--- config.mk ---
export PLATFORM = sky130hd
export DESIGN_NAME = mem_arbiter
export DESIGN_NICKNAME = d
export VERILOG_FILES = /design/src/rtl/mem_arbiter_pkg.sv /design/src/rtl/mem_arbiter_pick.sv /design/src/rtl/mem_arbiter.sv
export SDC_FILE = /design/constraint.sdc
export NUM_CORES = 1
export LEC_CHECK = 0
export ABC_AREA = 1
export CAP_MARGIN = 15
export CORE_MARGIN = 1
export CORE_UTILIZATION = 30
export DETAILED_ROUTE_END_ITERATION = 16
export SKIP_CTS_REPAIR_TIMING = 1
export SLEW_MARGIN = 20
export SYNTH_ARGS = -nofsm -noshare
export SYNTH_HDL_FRONTEND = slang
export SYNTH_SLANG_ARGS = --single-unit
--- constraint.sdc ---
create_clock -name clk -period 2.1 [get_ports clk]
set_clock_uncertainty 0.05 [all_clocks]
set_input_delay 0.21 -clock clk [delete_from_list [all_inputs] [get_ports clk]]
set_output_delay 0.21 -clock clk [all_outputs]
set_load 0.05 [all_outputs]
--- src/rtl/mem_arbiter_pkg.sv ---
// Shared encodings for the unified-memory arbiter (FSM states, owner IDs).
// Build option MEM_ARB_RR_EN (consumed by arb_pick) selects round-robin arbitration.
package mem_arbiter_pkg;

  typedef enum logic [1:0] {
    ARB_IDLE   = 2'd0,
    ARB_ACCESS = 2'd1,
    ARB_RESP   = 2'd2
  } arb_state_t;

  typedef enum logic {
    OWN_FETCH = 1'b0,
    OWN_DATA  = 1'b1
  } owner_t;

  localparam int CNT_W = 4;

  function automatic logic is_misaligned(input logic [1:0] addr_lsb);
    return addr_lsb != 2'b00;
  endfunction

endpackage

--- src/rtl/mem_arbiter_pick.sv ---
// Combinational requester selection for mem_arbiter.
// MEM_ARB_RR_EN defined: alternate on contention; otherwise data wins over fetch.
module arb_pick
  import mem_arbiter_pkg::*;
(
  input  logic   if_req,
  input  logic   d_req,
  input  owner_t last_owner,
  output logic   pick_valid,
  output owner_t pick_owner
);

  assign pick_valid = if_req | d_req;

`ifdef MEM_ARB_RR_EN
  always_comb begin
    pick_owner = OWN_DATA;
    if (if_req && d_req) begin
      pick_owner = (last_owner == OWN_DATA) ? OWN_FETCH : OWN_DATA;
    end else if (if_req) begin
      pick_owner = OWN_FETCH;
    end
  end
`else
  // History is irrelevant to fixed priority.
  logic unused_last_owner;
  assign unused_last_owner = last_owner;

  always_comb begin
    pick_owner = d_req ? OWN_DATA : OWN_FETCH;
  end
`endif

endmodule

--- src/rtl/mem_arbiter.sv ---
// Shares one combinational-read memory between fetch and load/store ports with
// WAIT_STATES extra access cycles; round-robin arbitration under MEM_ARB_RR_EN.
module mem_arbiter
  import mem_arbiter_pkg::*;
#(
  parameter int WAIT_STATES = 0
) (
  input  logic        clk,
  input  logic        rst_n,
  input  logic        if_req,
  input  logic [31:0] if_addr,
  output logic        if_gnt,
  output logic        if_rvalid,
  output logic [31:0] if_rdata,
  input  logic        d_req,
  input  logic        d_we,
  input  logic [31:0] d_addr,
  input  logic [31:0] d_wdata,
  output logic        d_gnt,
  output logic        d_rvalid,
  output logic [31:0] d_rdata,
  output logic        rsp_err,
  output logic        mem_we,
  output logic [31:0] mem_addr,
  output logic [31:0] mem_wdata,
  input  logic [31:0] mem_rdata
);

  localparam logic [CNT_W-1:0] CNT_LOAD = CNT_W'(WAIT_STATES);

  arb_state_t       state, state_next;
  logic [CNT_W-1:0] cnt, cnt_next;
  owner_t           owner, last_owner;
  logic             acc_we;
  logic [31:0]      acc_addr, acc_wdata;
  logic             err_flag;

  logic        pick_valid;
  owner_t      pick_owner;
  logic        grant, capture;
  logic        pick_we, pick_misaligned;
  logic [31:0] pick_addr, pick_wdata;

  arb_pick u_pick (
    .if_req     (if_req),
    .d_req      (d_req),
    .last_owner (last_owner),
    .pick_valid (pick_valid),
    .pick_owner (pick_owner)
  );

  assign pick_addr       = (pick_owner == OWN_DATA) ? d_addr : if_addr;
  assign pick_we         = (pick_owner == OWN_DATA) && d_we;
  assign pick_wdata      = (pick_owner == OWN_DATA) ? d_wdata : 32'h0;
  assign pick_misaligned = is_misaligned(pick_addr[1:0]);
  assign capture         = (state == ARB_ACCESS) && (cnt == '0);

  // Grants are combinational, so they are held off while reset is asserted.
  always_comb begin
    state_next = state;
    cnt_next   = cnt;
    grant      = 1'b0;
    if_gnt     = 1'b0;
    d_gnt      = 1'b0;
    unique case (state)
      ARB_IDLE, ARB_RESP: begin
        state_next = ARB_IDLE;
        if (rst_n && pick_valid) begin
          grant      = 1'b1;
          d_gnt      = (pick_owner == OWN_DATA);
          if_gnt     = (pick_owner == OWN_FETCH);
          cnt_next   = CNT_LOAD;
          state_next = pick_misaligned ? ARB_RESP : ARB_ACCESS;
        end
      end
      ARB_ACCESS: begin
        if (cnt == '0) begin
          state_next = ARB_RESP;
        end else begin
          cnt_next = cnt - 1'b1;
        end
      end
      default: state_next = ARB_IDLE;
    endcase
  end

  always_ff @(posedge clk or negedge rst_n) begin
    if (!rst_n) begin
      state <= ARB_IDLE;
      cnt   <= '0;
    end else begin
      state <= state_next;
      cnt   <= cnt_next;
    end
  end

  always_ff @(posedge clk or negedge rst_n) begin
    if (!rst_n) begin
      owner      <= OWN_FETCH;
      last_owner <= OWN_FETCH;
      acc_we     <= 1'b0;
      acc_addr   <= '0;
      acc_wdata  <= '0;
      err_flag   <= 1'b0;
      if_rdata   <= '0;
      d_rdata    <= '0;
    end else begin
      if (grant) begin
        owner      <= pick_owner;
        last_owner <= pick_owner;
        acc_we     <= pick_we;
        acc_addr   <= pick_addr;
        acc_wdata  <= pick_wdata;
        err_flag   <= pick_misaligned;
        if (pick_misaligned) begin
          if (pick_owner == OWN_DATA) d_rdata  <= '0;
          else                        if_rdata <= '0;
        end
      end
      if (capture) begin
        if (owner == OWN_DATA) d_rdata  <= acc_we ? 32'h0 : mem_rdata;
        else                   if_rdata <= mem_rdata;
      end
    end
  end

  assign if_rvalid = (state == ARB_RESP) && (owner == OWN_FETCH);
  assign d_rvalid  = (state == ARB_RESP) && (owner == OWN_DATA);
  assign rsp_err   = (state == ARB_RESP) && err_flag;
  assign mem_we    = capture && acc_we;
  assign mem_addr  = acc_addr;
  assign mem_wdata = acc_wdata;

endmodule

==> qor.yml, run 1 <==
power_and_ir_drop:
  leakage_nw: 4.53
  power_density_nw_per_um2: 947
  ir_worst_vdd_v: 0.000536
sta:
  finalMaxSlewViolations: 0
  relSlewSlack_pct: 55.6
  worst_slew_pin_slew_ps: 666
  fin_ws_ps: 118
  setup_viol: 0
  finalHoldViolations: 0
  setup-tns-final_ps: 0
  period_needed_ps: 1980
  rsz0062_at_grt: "false"
  fmax_ghz: 0.504
  hold_slack_ps: 284
  finalCritPeriodShare_pct: 94.4
grt:
  grt_pass1_wl_microns: 29400
  antenna_found_initial: 0
  grt_pass1_vias: 5328
  grt_remaining_overflow: 0
  grt_max_degree: 51
  track_usage_pct: 19.4
synth:
  netlist.area_leader.share_pct: 60.1
  synth_nets: 799
  ys_async_sr_fraction_pct: 100
  synth_most_common_cell: "nand2_1"
  synthFlopType: "dfrtp_1"
  ys_warn_count: 0
  synthDistinctLibCells: 20
  synth_area_leaders: "dfrtp_1 (60%), nand2_1 (20%), nand3_1 (8.6%), nand4_1 (3.6%), buf_2 (1.4%)"
  ys_seq_elements: 137
  ys_top_cells_by_count: "nand2_1 (311), dfrtp_1 (137), nand3_1 (98)"
  synth_edf_count: 0
  synth_top_area_cell: "dfrtp_1"
  synthCells: 665
  ys_seq_area_share_pct: 60.1
  syn-cell-area_sq_um: 5700
  syn_area_per_cell_sq_um: 8.58
clocking:
  cts_tree: "built"
  clk_latency_ps: 410
  clockBufferDepth: 2
  h-tree-depth: 4
  clkTransAtPathRegs_ps: 60
  numCtsBuffers: 17
  clock_sinks: 137
  root_buffer: "clkbuf_16"
flow_run:
  drv_cap: 0
setup_path:
  rrSetupSlack_ps: 310
  critical_path_class: "reg -> out"
  critPathArrivalTime_ps: 1720
  startpoint_type: "flip-flop"
  reg2reg_to: "d_rdata[15]"
  r2r_start: "cnt[0]"
  critPathCaptureType: "output pin"
  r2r_cells: 9
  worstPathMaxFanout: 4
  crit_required_ps: 1840
detailed_routing:
  vias: 5417
  firstDrtPassIters: 4
  drtIter0Drc: 243
  via_per_inst: 4.60
  ant_nets: 0
  wl_per_cell_microns: 15.5
  drt_wl_total_microns: 18300
  drc_errors: 0
placed_design:
  place.gp.congestion: 0.795
  placed_area_sq_um: 8710
  hpwl_microns: 12900
  dpl_worst_slack_ps: 249
  numPortBuffers: 266
die:
  die-area_sq_um: 19600
  dieWidth_microns: 140
  io_pins: 267
  initial_utilization_pct: 30.6
  die_h_microns: 140
  std_cell_rows: 50
  core-area_sq_um: 18600
finish:
  nFillCells: 1809
  fin_util_pct: 50.3
  drive_gt1_share_pct: 7.00
  fin_area_sq_um: 9370
  nets: 1064
  syn_to_final_growth_pct: 64.3
  diodes: 0
min_path:
  hold_path.class: "in -> reg"
  whs_endpoint: "mem_wdata[29]"
  hp-start: "d_wdata[29]"
  min_path_cells: 3
status:
  status: "completed"
## registers in the layout, indices dropped and copies added (netlist names)
signal	count
mem_wdata	32
owner	1
err_flag	1
d_rdata	32
mem_addr	32
acc_we	1
cnt	4
if_rdata	32
state	2
## stage by stage
step | std cells | power [mW]
2_1_floorplan | 665 | 4.60
3_3_place_gp | 1143 | 5.72
3_5_place_dp | 1143 | 5.72
4_1_cts | 1175 | 8.97
5_1_grt | 1177 | 9.24
6_report | 1177 | 8.87
## cell type report
class,count,area [sq um],share of cell area [%]
clock buffer,21,460,4.91
clock inverter,11,170,1.82
inverter,18,67.6,0.721
multi-input combinational,468,2010,21.4
sequential,137,3430,36.6
tap,234,293,3.12
timing repair buffer,288,2940,31.4
## worst max path at each step
stage / start / to / slack [ps]
6_report: cnt[0] / mem_we / 120
5_1_grt: cnt[0] / mem_we / 7
4_1_cts: cnt[0] / mem_we / 30
3_5_place_dp: d_req / d_gnt / 250
3_3_place_gp: d_req / d_gnt / 300
2_1_floorplan: cnt[0] / mem_we / 320
## worst max-delay path, cell delays in order (launching register included)
cell	delay, ps
dfrtp_1	390
inv_1	100
ha_1	190
nand2_1	140
inv_1	80
nand2_1	90
nor2_2	170
buf_12	160
## layout by cell type (no fill, tap or decap), drive strengths merged
master	Yosys	layout
nand2	312	312
clkdlybuf4s50	0	259
dfrtp	137	137
nand3	98	98
nand4	33	33
buf	25	28
clkbuf	17	21
inv	17	17
nor2	14	14
o21ai	6	6
clkinv	1	5
bufinv	0	4
clkinvlp	0	3
nor3	2	2
xor2	1	1
a21oi	1	1
ha	1	1
dlygate4sd3	0	1
## routing by layer
metal | routed length (microns) | global-route usage, % | up-vias
li1 | - | - | 2671
met4 | 251 | 6.48 | 0
met1 | 7760 | 23.9 | 2513
met2 | 8800 | 31.8 | 213
met3 | 1480 | 6.54 | 20
met5 | 0 | 0 | -
## cells by family after synthesis
group                    count (synthesis)  share of synthesized area (%)
flip-flops                             137                           60.1
adder cells (fa/ha/maj)                  1                          0.219
AO/OA/AOI/OAI                            7                          0.614
XOR/XNOR                                 1                          0.154
AND/OR/NAND/NOR                        459                           34.1
buffers and inverters                   60                           4.83
## power breakdown
part | leakage, nW | internal [mW] | switching [mW]
logic | 2.43 | 0.904 | 1.66
registers | 1.80 | 2.94 | 0.171
clock network | 0.299 | 2.05 | 1.15
total | 4.53 | 5.89 | 2.98
Note: power is estimated with default switching activity, not from simulation.
==> run 2: changes to the inputs <==
--- a/config.mk
+++ b/config.mk
@@ -10,6 +10,7 @@
 export CORE_MARGIN = 1
 export CORE_UTILIZATION = 30
 export DETAILED_ROUTE_END_ITERATION = 16
+export SETUP_SLACK_MARGIN = 0.3
 export SKIP_CTS_REPAIR_TIMING = 1
 export SLEW_MARGIN = 20
 export SYNTH_ARGS = -nofsm -noshare
==> qor.yml, run 2 (synthesis results as in run 1) <==
status:
  status: "completed"
detailed_routing:
  via_per_inst: 4.66  # +1.1%
  wl_per_cell_microns: 16.0  # +3.2%
  drt_wl_total_microns: 19000  # +3.7%
  met2WireLength_microns: 9330  # +6.0%
  wl_met3_microns: 1540  # +4.0%
  drtIter0Drc: 228  # -6.2%
  firstDrtPassIters: 5  # +1
  wl_met1_microns: 7830  # +1.0%
  drc_errors: 0  # unchanged
  ant_nets: 0  # unchanged
  vias: 5507  # +1.7%
  highest_layer: "met4"
finish:
  drive_gt1_share_pct: 8.22  # +1.2 points
  diodes: 0  # unchanged
  layout_common_cells: "nand2_1 (308), dfrtp_1 (136), clkdlybuf4s50_1 (131), dlymetal6s2s_1 (128), nand3_1 (98)"
  nFillCells: 1749  # -3.3%
  final_common_cell: "nand2_1"
  nets: 1070  # +0.56%
  syn_to_final_growth_pct: 71.9
  fin_area_sq_um: 9800  # +4.6%
setup_path:
  critical_path_class: "reg -> out"
  critPathTopFamily: "flip-flops"
  crit_buf_inv: 3  # unchanged
  critPathArrivalTime_ps: 1590  # -130 ps
  worstPathMaxFanout: 4  # unchanged
  startpoint_type: "flip-flop"
  slowest_stage: "dfrtp_1"
  crit_required_ps: 1840  # about the same
  critPathCaptureType: "output pin"
  crit_path_frequent_cell: "nand2_2"
  worst_path_largest_cell_delay_ps: 390  # about the same
  worstPathCellList: "inv_2, ha_4, nand2_2, inv_1, nand2_2, nor2_4, buf_12"
clocking:
  cts_tree: "built"
  numCtsBuffers: 17  # unchanged
  clk_latency_ps: 410  # about the same
  clock_sinks: 137  # unchanged
  clockBufferDepth: 2  # unchanged
  h-tree-depth: 4  # unchanged
  clkTransAtPathRegs_ps: 60  # about the same
  root_buffer: "clkbuf_16"
grt:
  grt_pass1_wl_microns: 29400  # unchanged
  grt_remaining_overflow: 0  # unchanged
  antenna_found_initial: 0  # unchanged
  track_usage_pct: 19.4  # unchanged
  grt_pass1_vias: 5328  # unchanged
  grt_max_degree: 51  # unchanged
power_and_ir_drop:
  power.share.sequential_pct: 34.9  # -0.2 points
  ir_worst_vdd_v: 0.000546  # +1.9%
  internal_power_mw: 5.89  # -0.15%
  finalPower_mw: 8.87  # about the same
  p_switching_mw: 2.99  # +0.38%
  leakage_nw: 6.52  # +44%
  power_density_nw_per_um2: 905  # -4.4%
  p_comb_share_pct: 28.9  # about the same
  swShare_pct: 33.7  # +0.12 points
  clock_power_share_pct: 36.1  # about the same
sta:
  hold_slack_ps: 280  # -4.08 ps
  worst_slew_pin_slew_ps: 661  # -5.17 ps
  setup_viol: 0  # unchanged
  fmax_ghz: 0.540  # +7.0%
  period_needed_ps: 1850  # -130 ps
  finalMaxSlewViolations: 0  # unchanged
  finalCritPeriodShare_pct: 88.2  # -6.2 points
  rsz0062_at_grt: "true"
  finalHoldViolations: 0  # unchanged
  setup-tns-final_ps: 0  # unchanged
  relSlewSlack_pct: 55.9  # +0.34 points
placed_design:
  hpwl_microns: 12900  # unchanged
  place.gp.congestion: 0.795  # unchanged
  placed_area_sq_um: 8710  # unchanged
  numPortBuffers: 266  # unchanged
die:
  die_h_microns: 140  # unchanged
  initial_utilization_pct: 30.6  # unchanged
  std_cell_rows: 50  # unchanged
  core-area_sq_um: 18600  # unchanged
  io_pins: 267  # unchanged
  dieWidth_microns: 140  # unchanged
  die-area_sq_um: 19600  # unchanged
min_path:
  hold_path.class: "in -> reg"
flow_run:
  drv_cap: 0  # unchanged
==> run 2: cell type report <==
type | count | area, sq um | area share (%)
clock buffers | 21 | 460 | 4.70
clock inverters | 11 | 170 | 1.74
inverters | 18 | 67.6 | 0.689
multi-input cells | 468 | 2040 | 20.8
flip-flops and latches | 137 | 3430 | 35.0
well taps | 234 | 293 | 2.99
repair buffers | 294 | 3340 | 34.1
==> run 2: through the flow <==
| step | setup slack (ps) | std cells | utilization, % |
|---|---|---|---|
| after CTS | 32.7 | 1175 | 50.1 |
| after global routing | 154 | 1183 | 52.6 |
| after global placement | 296 | 1143 | 46.7 |
| final | 248 | 1183 | 52.6 |
| after detailed placement | 249 | 1143 | 46.7 |
| after floorplan | 319 | 665 | - |
==> run 2: tightest hold or removal path: cells and delay by family <==
family	cells	cell delay (ps)
AND/OR/NAND/NOR	3	260
buffers and inverters	2	230
==> run 2: worst paths after layout <==
kind,cells after the start,slack [ps],endpoint,startpoint
worst min-delay path,5,280,state[1],rst_n
worst max-delay path,7,250,mem_we,cnt[0]
worst max register to register,9,400,d_rdata[15],cnt[0]
min in group asynchronous,3,480,mem_wdata[0],rst_n
max in group asynchronous,3,820,d_rdata[13],rst_n
worst min register to register,2,410,mem_wdata[28],mem_wdata[28]
==> run 2: power groups by stage <==
stage | Sequential (mW) | Combinational [mW] | Clock, mW
detailed placement | 3.15 | 2.58 | 0
finish | 3.10 | 2.57 | 3.21
floorplan | 4.14 | 0.458 | 0
CTS | 3.11 | 2.58 | 3.28
global placement | 3.15 | 2.57 | 0
global route | 3.14 | 2.71 | 3.39
==> run 2: layer usage <==
layer  GRT usage, %  vias up
met5              0        -
li1               -     2692
met3           6.54       22
met1           23.9     2568
met4           6.48        0
met2           31.8      225
==> run 3: changes to the inputs <==
--- a/config.mk
+++ b/config.mk
@@ -10,6 +10,7 @@
 export CORE_MARGIN = 1
 export CORE_UTILIZATION = 30
 export DETAILED_ROUTE_END_ITERATION = 16
+export REMOVE_ABC_BUFFERS = 1
 export SETUP_SLACK_MARGIN = 0.3
 export SKIP_CTS_REPAIR_TIMING = 1
 export SLEW_MARGIN = 20
==> qor.yml, run 3 (synthesis results as in run 1) <==
power_and_ir_drop:
  p_comb_share_pct: 28.9  # about the same
  internal_power_mw: 5.93  # +0.72%
  leakage_nw: 6.52  # about the same
  p_switching_mw: 2.97  # -0.52%
  ir_worst_vdd_v: 0.000524  # -3.9%
  power.share.sequential_pct: 34.8  # about the same
  swShare_pct: 33.4  # -0.28 points
  power_density_nw_per_um2: 907  # +0.22%
  clock_power_share_pct: 36.3  # +0.2 points
sta:
  period_needed_ps: 1850  # +2.64 ps
  finalMaxSlewViolations: 0  # unchanged
  finalCritPeriodShare_pct: 88.3  # +0.13 points
  worst_slew_pin_slew_ps: 571  # -89.3 ps
  finalHoldViolations: 0  # unchanged
  relSlewSlack_pct: 61.8  # +5.9 points
  hold_slack_ps: 190  # -89.4 ps
  fin_ws_ps: 245  # -2.64 ps
  setup_viol: 0  # unchanged
  fmax_ghz: 0.539  # -0.14%
  rsz0062_at_grt: "true"
finish:
  seqCellArea_sq_um: 3430  # about the same
  drive_gt1_share_pct: 8.02  # -0.20 points
  diodes: 0  # unchanged
  nets: 1069  # -0.093%
  nFillCells: 1745  # -0.23%
  fin_util_pct: 52.6  # about the same
  multi_input_area_sq_um: 2030  # -0.31%
  syn_to_final_growth_pct: 72.0  # about the same
  layout_common_cells: "nand2_1 (308), dfrtp_1 (137), clkdlybuf4s50_1 (131), dlymetal6s2s_1 (128), nand3_1 (98)"
  final_common_cell: "nand2_1"
placed_design:
  numPortBuffers: 266  # unchanged
  dpl_worst_slack_ps: 286  # +37.0 ps
  hpwl_microns: 12400  # -3.8%
  place.gp.congestion: 0.783  # -1.4%
setup_path:
  startpoint_type: "flip-flop"
  critPathTopFamily: "flip-flops"
  reg2reg_to: "if_rdata[17]"
  crit_required_ps: 1840  # about the same
  rrSetupSlack_ps: 490  # +90 ps
  cp.depth: 3  # -4
  crit_end: "d_gnt"
  r2r_cells: 9  # unchanged
  crit_buf_inv: 2  # -1
  worst_path_largest_cell_delay_ps: 430  # +40 ps
  critPathCaptureType: "output pin"
  critPathArrivalTime_ps: 1590  # about the same
  r2r_start: "cnt[0]"
  slowest_stage: "dfrtp_1"
  critical_path_class: "reg -> out"
  worstPathCellList: "nor3_2, buf_12, buf_12"
  setup.worst_path.start: "state[0]"
  worstPathMaxFanout: 40  # +36
  crit_path_frequent_cell: "buf_12"
clocking:
  root_buffer: "clkbuf_16"
  clockBufferDepth: 2  # unchanged
  h-tree-depth: 4  # unchanged
  cts_tree: "built"
  numCtsBuffers: 17  # unchanged
  clock_sinks: 137  # unchanged
  clk_latency_ps: 410  # about the same
  clkTransAtPathRegs_ps: 60  # about the same
die:
  io_pins: 267  # unchanged
  die-area_sq_um: 19600  # unchanged
  die_h_microns: 140  # unchanged
  std_cell_rows: 50  # unchanged
  initial_utilization_pct: 30.6  # unchanged
  dieWidth_microns: 140  # unchanged
  core-area_sq_um: 18600  # unchanged
detailed_routing:
  ant_nets: 0  # unchanged
  vias: 5473  # -0.62%
  via_per_inst: 4.63  # -0.53%
  drc_errors: 0  # unchanged
  wl_per_cell_microns: 15.4  # -3.7%
  firstDrtPassIters: 4  # -1
  drt_wl_total_microns: 18200  # -3.8%
  drtIter0Drc: 264  # +16%
flow_run:
  drv_cap: 0  # unchanged
grt:
  grt_pass1_vias: 5354  # +0.49%
  grt_pass1_wl_microns: 29000  # -1.3%
  track_usage_pct: 19.0  # -0.42 points
  grt_max_degree: 102  # +100%
  antenna_found_initial: 0  # unchanged
  grt_remaining_overflow: 0  # unchanged
min_path:
  hp-start: "rst_n"
  hold_path.class: "in -> reg"
status:
  status: "completed"
[run 3: cell count changes in the layout (fill, tap and decap cells not counted), sizes merged]
cell and change:
buf +1, clkinvlp +1, inv +1, clkinv -3, clkbuf -1
[run 3: worst min-delay path: stages]
cell	delay [ps]
buf_6	100
inv_1	90
nor3_1	80
nand2_1	80
nand2_1	50
[run 3: worst min-delay path by stage]
| stage | end | cells past startpoint |
|---|---|---|
| global route | acc_we | 4 |
| global placement | state[0] | 2 |
| CTS | mem_addr[16] | 2 |
| detailed placement | state[0] | 2 |
| finish | state[1] | 5 |
| floorplan | acc_we | 0 |
[run 3: area by class of cell]
type / count / area share (%)
Clock inverter: 10 / 1.67
Sequential cell: 137 / 35.0
Clock buffer: 22 / 4.83
Timing Repair Buffer: 293 / 34.1
Inverter: 18 / 0.689
Tap cell: 234 / 2.99
Multi-Input combinational cell: 468 / 20.7
[run 3: through the flow]
stage	instance area, sq um	setup TNS (ps)	total power, mW	cells
6_report	9810	0	8.90	1182
4_1_cts	9440	0	9.03	1179
3_3_place_gp	8800	0	5.74	1147
3_5_place_dp	8800	0	5.75	1147
2_1_floorplan	5500	-349980	4.58	623
5_1_grt	9810	0	9.28	1182
[run 3: metal layers]
layer	GRT usage (%)	vias to the layer above	routed length (microns)
met2	30.0	214	8460
met1	23.7	2562	7880
met4	6.30	0	225
met5	0	-	0
li1	-	2685	-
met3	7.19	12	1680
[run 3: power groups by stage]
| stage | clock (mW) | sequential [mW] | combinational (mW) |
|---|---|---|---|
| global route | 3.43 | 3.13 | 2.72 |
| global placement | 0 | 3.14 | 2.60 |
| finish | 3.23 | 3.09 | 2.58 |
| floorplan | 0 | 4.16 | 0.422 |
| detailed placement | 0 | 3.15 | 2.60 |
| CTS | 3.32 | 3.11 | 2.61 |
